[config.mk]
export PLATFORM = sky130hd
export DESIGN_NAME = commit_trace_queue_flat
export DESIGN_NICKNAME = d
export VERILOG_FILES = /design/src/rtl/commit_trace_queue_pkg.sv /design/src/rtl/commit_trace_queue_if.sv /design/src/rtl/commit_trace_queue_fifo.sv /design/src/rtl/commit_trace_queue.sv /design/src/flat_wrapper.sv
export SDC_FILE = /design/constraint.sdc
export NUM_CORES = 1
export LEC_CHECK = 0
export ABC_CLOCK_PERIOD_IN_PS = 13900
export BUFFER_PORTS_ARGS = -buffer_cell sky130_fd_sc_hd__clkbuf_2
export CAP_MARGIN = 20
export CELL_PAD_IN_SITES_DETAIL_PLACEMENT = 1
export CELL_PAD_IN_SITES_GLOBAL_PLACEMENT = 1
export CORE_UTILIZATION = 53
export DETAILED_ROUTE_END_ITERATION = 6
export GPL_TIMING_DRIVEN = 0
export PLACE_DENSITY_LB_ADDON = 0.1
export SLEW_MARGIN = 5
export SYNTH_ARGS = -nofsm -noshare
export SYNTH_HDL_FRONTEND = slang
export SYNTH_SLANG_ARGS = --single-unit
export TNS_END_PERCENT = 1
[constraint.sdc]
create_clock -name clock -period 13.9 [get_ports clock]
set_clock_uncertainty 0.1 [all_clocks]
set_input_delay 2.78 -clock clock [delete_from_list [all_inputs] [get_ports clock]]
set_output_delay 2.78 -clock clock [all_outputs]
set_load 0.03 [all_outputs]
[src/rtl/commit_trace_queue_pkg.sv]
// Shared types and constants for the commit trace queue: the trace entry
// layout, the ebreak encoding and default sizing.
package trace_pkg;

    localparam int unsigned TRACE_XLEN      = 64;
    localparam int unsigned DEF_DEPTH       = 4;
    localparam int unsigned DEF_WDOG_CYCLES = 4096;

    localparam logic [31:0] EBREAK_INST = 32'h0010_0073;

    typedef struct packed {
        logic [31:0]           inst;
        logic [TRACE_XLEN-1:0] pc;
        logic [TRACE_XLEN-1:0] dnpc;
    } trace_entry_t;

    function automatic logic is_ebreak(input logic [31:0] inst);
        return inst == EBREAK_INST;
    endfunction

endpackage

[src/rtl/commit_trace_queue_if.sv]
// Writeback-side and sink-side handshake bundle of the commit trace queue.
// The queue takes the slave view; the writeback stage / sink take the master view.
interface commit_trace_queue_if #(
    parameter int unsigned XLEN = 64
);
    logic            in_valid;
    logic            in_ready;
    logic [31:0]     in_inst;
    logic [XLEN-1:0] in_pc;
    logic [XLEN-1:0] in_dnpc;

    logic            out_valid;
    logic            out_ready;
    logic [31:0]     out_inst;
    logic [XLEN-1:0] out_pc;
    logic [XLEN-1:0] out_dnpc;

    modport master (
        output in_valid, in_inst, in_pc, in_dnpc, out_ready,
        input  in_ready, out_valid, out_inst, out_pc, out_dnpc
    );

    modport slave (
        input  in_valid, in_inst, in_pc, in_dnpc, out_ready,
        output in_ready, out_valid, out_inst, out_pc, out_dnpc
    );
endinterface

[src/rtl/commit_trace_queue_fifo.sv]
// Synchronous FIFO of trace entries with registered storage, wrap-around
// pointers and an occupancy count one bit wider than the pointers.
module trace_fifo
    import trace_pkg::*;
#(
    parameter int unsigned DEPTH = DEF_DEPTH
) (
    input  logic         clk,
    input  logic         rst_n,
    input  logic         push_i,
    input  trace_entry_t wdata_i,
    input  logic         pop_i,
    output trace_entry_t rdata_o,
    output logic         full_o,
    output logic         empty_o
);
    localparam int unsigned PW = $clog2(DEPTH);

    logic [PW-1:0] wr_ptr_q, wr_ptr_d;
    logic [PW-1:0] rd_ptr_q, rd_ptr_d;
    logic [PW:0]   count_q, count_d;
    trace_entry_t  mem_q [DEPTH];
    trace_entry_t  mem_d [DEPTH];
    logic          do_push, do_pop;

    always_comb begin
        full_o  = (count_q == (PW+1)'(DEPTH));
        empty_o = (count_q == '0);
        rdata_o = mem_q[rd_ptr_q];
        do_push = push_i & ~full_o;
        do_pop  = pop_i & ~empty_o;
    end

    always_comb begin
        wr_ptr_d = wr_ptr_q;
        rd_ptr_d = rd_ptr_q;
        count_d  = count_q;
        mem_d    = mem_q;
        if (do_push) begin
            mem_d[wr_ptr_q] = wdata_i;
            wr_ptr_d        = wr_ptr_q + 1'b1;
        end
        if (do_pop) begin
            rd_ptr_d = rd_ptr_q + 1'b1;
        end
        case ({do_push, do_pop})
            2'b10:   count_d = count_q + 1'b1;
            2'b01:   count_d = count_q - 1'b1;
            default: count_d = count_q;
        endcase
    end

    always_ff @(posedge clk or negedge rst_n) begin
        if (!rst_n) begin
            wr_ptr_q <= '0;
            rd_ptr_q <= '0;
            count_q  <= '0;
        end else begin
            wr_ptr_q <= wr_ptr_d;
            rd_ptr_q <= rd_ptr_d;
            count_q  <= count_d;
        end
    end

    // Payload storage needs no reset; stale contents are masked by count.
    always_ff @(posedge clk) begin
        mem_q <= mem_d;
    end

endmodule

[src/rtl/commit_trace_queue.sv]
// Commit trace queue: buffers retired instructions for the trace sink and
// tracks retire count, ebreak halt and a commit watchdog.
module commit_trace_queue
    import trace_pkg::*;
#(
    parameter int unsigned DEPTH       = DEF_DEPTH,
    parameter int unsigned XLEN        = TRACE_XLEN,
    parameter int unsigned WDOG_CYCLES = DEF_WDOG_CYCLES
) (
    input  logic                 clock,
    input  logic                 reset,
    commit_trace_queue_if.slave  tq,
    output logic [63:0]          retire_cnt,
    output logic                 halted,
    output logic                 wdog_timeout
);
    localparam int unsigned IW = $clog2(WDOG_CYCLES) + 1;
    localparam logic [IW-1:0] IDLE_LAST = IW'(WDOG_CYCLES - 1);

    if (XLEN != TRACE_XLEN) begin : g_xlen_check
        $error("commit_trace_queue: XLEN must match trace_pkg::TRACE_XLEN");
    end

    logic          ready_en_q, ready_en_d;
    logic          halted_q, halted_d;
    logic          wdog_q, wdog_d;
    logic [63:0]   retire_q, retire_d;
    logic [IW-1:0] idle_q, idle_d;

    logic          fifo_full, fifo_empty;
    logic          in_ready, out_valid, push, pop;
    trace_entry_t  wr_entry, head;

    // in_ready depends only on registered state, never on out_ready.
    always_comb begin
        in_ready  = ready_en_q & ~fifo_full & ~halted_q;
        out_valid = ~fifo_empty & ~halted_q;
        push      = tq.in_valid & in_ready;
        pop       = out_valid & tq.out_ready;

        wr_entry.inst = tq.in_inst;
        wr_entry.pc   = tq.in_pc;
        wr_entry.dnpc = tq.in_dnpc;

        tq.in_ready  = in_ready;
        tq.out_valid = out_valid;
        tq.out_inst  = head.inst;
        tq.out_pc    = head.pc;
        tq.out_dnpc  = head.dnpc;
    end

    trace_fifo #(
        .DEPTH (DEPTH)
    ) u_fifo (
        .clk     (clock),
        .rst_n   (reset),
        .push_i  (push),
        .wdata_i (wr_entry),
        .pop_i   (pop),
        .rdata_o (head),
        .full_o  (fifo_full),
        .empty_o (fifo_empty)
    );

    always_comb begin
        ready_en_d = 1'b1;
        retire_d   = retire_q + 64'(pop);
        halted_d   = halted_q | (pop & is_ebreak(head.inst));
        idle_d     = idle_q;
        wdog_d     = wdog_q;
        if (pop) begin
            idle_d = '0;
        end else if (!halted_q && !wdog_q) begin
            if (idle_q == IDLE_LAST) begin
                wdog_d = 1'b1;
            end
            idle_d = idle_q + 1'b1;
        end
    end

    always_ff @(posedge clock or negedge reset) begin
        if (!reset) begin
            ready_en_q <= 1'b0;
            halted_q   <= 1'b0;
            wdog_q     <= 1'b0;
            retire_q   <= '0;
            idle_q     <= '0;
        end else begin
            ready_en_q <= ready_en_d;
            halted_q   <= halted_d;
            wdog_q     <= wdog_d;
            retire_q   <= retire_d;
            idle_q     <= idle_d;
        end
    end

    always_comb begin
        retire_cnt   = retire_q;
        halted       = halted_q;
        wdog_timeout = wdog_q;
    end

endmodule

[src/flat_wrapper.sv]
// flat-port wrapper written by rule: the top's interface ports become plain ports
module commit_trace_queue_flat import trace_pkg::*;
#(
    parameter int unsigned DEPTH       = DEF_DEPTH,
    parameter int unsigned XLEN        = TRACE_XLEN,
    parameter int unsigned WDOG_CYCLES = DEF_WDOG_CYCLES
)
  (clock, reset, retire_cnt, halted, wdog_timeout, tq_in_valid, tq_in_inst, tq_in_pc, tq_in_dnpc, tq_out_ready, tq_in_ready, tq_out_valid, tq_out_inst, tq_out_pc, tq_out_dnpc);
  commit_trace_queue_if #(.XLEN(XLEN)) tq_i ();
  input  logic clock;
  input  logic reset;
  output logic [63:0] retire_cnt;
  output logic halted;
  output logic wdog_timeout;
  input wire logic [$bits(tq_i.in_valid)-1:0] tq_in_valid;
  input wire logic [$bits(tq_i.in_inst)-1:0] tq_in_inst;
  input wire logic [$bits(tq_i.in_pc)-1:0] tq_in_pc;
  input wire logic [$bits(tq_i.in_dnpc)-1:0] tq_in_dnpc;
  input wire logic [$bits(tq_i.out_ready)-1:0] tq_out_ready;
  output wire logic [$bits(tq_i.in_ready)-1:0] tq_in_ready;
  output wire logic [$bits(tq_i.out_valid)-1:0] tq_out_valid;
  output wire logic [$bits(tq_i.out_inst)-1:0] tq_out_inst;
  output wire logic [$bits(tq_i.out_pc)-1:0] tq_out_pc;
  output wire logic [$bits(tq_i.out_dnpc)-1:0] tq_out_dnpc;
  assign tq_i.in_valid = tq_in_valid;
  assign tq_i.in_inst = tq_in_inst;
  assign tq_i.in_pc = tq_in_pc;
  assign tq_i.in_dnpc = tq_in_dnpc;
  assign tq_i.out_ready = tq_out_ready;
  assign tq_in_ready = tq_i.in_ready;
  assign tq_out_valid = tq_i.out_valid;
  assign tq_out_inst = tq_i.out_inst;
  assign tq_out_pc = tq_i.out_pc;
  assign tq_out_dnpc = tq_i.out_dnpc;
  commit_trace_queue #(.DEPTH(DEPTH), .XLEN(XLEN), .WDOG_CYCLES(WDOG_CYCLES)) u_core (.clock(clock), .reset(reset), .tq(tq_i), .retire_cnt(retire_cnt), .halted(halted), .wdog_timeout(wdog_timeout));
endmodule
==> summary.txt <==
Run status
  – Status: complete, no violations

Clock tree
  – Postcts setup bufs: 0
  – Clock buffer count from CTS: 76
  – PostCTS Resize Cnt: 0
  – Clock root buffer: clkbuf_16
  – Clock Sinks: 727
  – Worst-Skew Late Latency: just over 0.6 ns
  – H-tree levels: 3
  – Worst-path clk slew: roughly 0.05 ns
  – # hold bufs at CTS: 0
  – Worst-case clock buffer depth: 3
  – CTS tree: built

Finish
  – Commonest cells after routing, fill and taps aside: edfxtp_1, clkbuf_2, mux4_2, dfrtp_1, clkbuf_16
  – Fill count: between 4000 and 5000
  – Final instance area: approximately 0.033 sq mm
  – Layout area overhead: 20.3%
  – Layout cell share with drive strength beyond 1: 0.395
  – Nets: 1880
  – Leading cell type in the layout, fill and taps excluded: edfxtp_1

Worst setup path
  – Reg-to-reg slack, setup: about 11 ns
  – Setup crit start: u_core.u_fifo.rd_ptr_q[1]
  – Setup CP Type: reg2out
  – Critical path startpoint category: register
  – R2R Path Start: u_core.halted
  – CP arrival: ~3.6 ns
  – Worst EP required: approximately 11 ns
  – Critical-path maximum fanout: 10
  – CP endpoint kind: output port

Logic synthesis
  – Main synth FF type: edfxtp_1
  – Yosys reg bits: between 700 and 800
  – Synth Warn #: 0
  – Seq/Total Area, Yosys: 0.789
  – Post-synth EDFFs: 640
  – Synth Cell Area: roughly 0.027 sq mm
  – Syn avg cell area: 22.1 sq um
  – Syn nets: 1398
  – Gate Count Post-Synth: approximately 1200
  – Post-synthesis cell type count: 42
  – Post-synth ARST share: 0.120

Power and ir drop
  – Leak pwr: between 10 and 15 nW
  – Clock power frac: 0.286
  – Part of the power in registers: 0.397
  – Combinational power share: 0.316
  – Switching pwr: roughly 2.3 mW
  – Power density over the cells: around 210 mW/mm^2
  – Max VDD drop: approximately 0.16 mV
  – Sw Ratio: 0.338
  – Pwr Total: about 6.7 mW
  – Cell Int Power: approximately 4.5 mW

Routing
  – DR iter-0 viols: approximately 770
  – Vias: 13700
  – DR pass1 iterations: 4
  – Number of vias per cell: 5.63
  – Final ANT Viol Nets: 0
  – Avg WL per Cell: about 26 um
  – DRC: 0
  – Final wirelength: 62300 um

Job
  – # Max-Cap Violations: 0

Floorplan
  – Starting Density: 0.540
  – Core area: between 0.05 and 0.06 sq mm
  – Die footprint: roughly 0.052 sq mm
  – Die span in y: approximately 230 um
  – Row cnt: 82
  – Die Width: 228 um
  – IO Count: around 390

Place
  – Placed Area: between 0.03 and 0.04 sq mm
  – Detail Placement HPWL: 40300 um
  – GPL Wtd Cong: 0.774
  – Dpl ws: between 7 and 8 ns
  – Port Buf Inserts: 391

STA
  – Final worst path period share: 0.466
  – TNS Setup: 0 ns
  – Relative slew slack: 0.375
  – Period minus WS final: about 6.5 ns
  – Final hold slack: 0.372 ns
  – Final setup margin: between 7 and 8 ns
  – Final setup violation count: 0
  – Slew @ Worst Pin: 0.930 ns
  – RSZ-0062 raised after global routing: no
  – Fin. Hold Viols: 0
  – Max-slew violations: 0
  – Fmax: ~150 MHz

Global route
  – Largest net degree at the start of global routing: 54
  – First-pass GRT wire length: approximately 94000 um
  – GR Util All Layers: 0.245
  – Total congestion overflow: 0
  – Initial antenna violation count: 9
  – Number of global-route vias before repair: between 10000 and 15000

Hold path
  – Hold Startpoint: u_core.idle_q[12]
  – Hold Path Class: reg2reg
cell families after synthesis:
logic type / share of synthesized area
DFF: 0.789
and+or+nand+nor: 0.0354
muxes: 0.133
xor gates and xnor gates: 0.0258
buffers and inverters: 0.0109
adders and majority gates: 0.00443
AOI/OAI and AO/OA: 0.00125
other: 0.000138
final cells by class:
| cell class | count | area, sq um | area share |
|---|---|---|---|
| Antenna cell | 3 | 7.51 | 0.000230 |
| Sequential cell | 727 | 21400 | 0.656 |
| Inverter | 21 | 78.8 | 0.00242 |
| Multi-Input combinational cell | 434 | 5450 | 0.167 |
| Clock buffer | 103 | 2070 | 0.0633 |
| Timing Repair Buffer | 404 | 2290 | 0.0703 |
| Tap cell | 672 | 841 | 0.0258 |
| Buffer | 43 | 218 | 0.00667 |
| Clock inverter | 33 | 284 | 0.00870 |
flip-flops by register name (all words and copies together), names as in the netlist, 2 cells and up:
signal                  count
u_core.idle_q              13
u_core.retire_cnt          64
u_core.u_fifo.count_q       3
u_core.u_fifo.mem_q       640
u_core.u_fifo.rd_ptr_q      2
u_core.u_fifo.wr_ptr_q      2
cell usage after synthesis (2+ instances only):
cell | count | area, sq um
nand3_1 | 25 | 125
buf_2 | 18 | 90.1
xor2_1 | 42 | 368
clkbuf_1 | 16 | 60.1
and2_1 | 3 | 18.8
nor3_2 | 4 | 40.0
edfxtp_1 | 640 | 19200
buf_6 | 2 | 22.5
ha_1 | 8 | 100
nand4_1 | 17 | 106
mux4_2 | 160 | 3600
inv_1 | 21 | 78.8
and3_1 | 9 | 56.3
nor3_1 | 25 | 125
nor2_1 | 28 | 105
buf_4 | 2 | 15.0
dfrtp_1 | 87 | 2180
nor4_1 | 14 | 87.6
buf_1 | 4 | 15.0
nor3b_1 | 3 | 22.5
nand2_1 | 33 | 124
xnor2_1 | 38 | 333
and4_1 | 7 | 61.3
routing by layer:
| metal | GRT usage | up-vias | routed length, um |
|---|---|---|---|
| met5 | 0 | - | 90 |
| li1 | - | 5979 | - |
| met4 | 0.0740 | 12 | 1620 |
| met1 | 0.306 | 7241 | 24400 |
| met3 | 0.0750 | 116 | 4070 |
| met2 | 0.414 | 396 | 32100 |
final timing paths:
path                       cells after the start                     to
setup / recovery                               6        tq_out_dnpc[10]
hold reg to reg                                1    u_core.wdog_timeout
setup reg to reg                              10  u_core.retire_cnt[46]
min in group asynchronous                      1   u_core.retire_cnt[0]
max in group asynchronous                      2  u_core.retire_cnt[48]
hold / removal                                 1    u_core.wdog_timeout
power by group through the flow:
stage | combinational, mW | clock (mW) | sequential [mW]
after global placement | 2.09 | 0 | 2.76
after detailed placement | 2.14 | 0 | 2.71
after global routing | 2.24 | 2.04 | 2.69
final | 2.13 | 1.93 | 2.67
after floorplan | 1.44 | 0 | 2.74
after CTS | 2.17 | 1.97 | 2.67
per-stage QoR:
stage / cells / util
2_1_floorplan: 1225 / -
3_3_place_gp: 2288 / 0.595
3_5_place_dp: 2301 / 0.602
4_1_cts: 2437 / 0.649
5_1_grt: 2439 / 0.649
6_report: 2440 / 0.649
critical path: stages (launching register included):
cell and delay [ns]:
dfrtp_1 0.32, buf_2 0.21, buf_2 0.32, clkbuf_1 0.72, buf_1 0.74, mux4_2 0.41, clkbuf_2 0.25
Note: power is estimated with default switching activity, not from simulation.
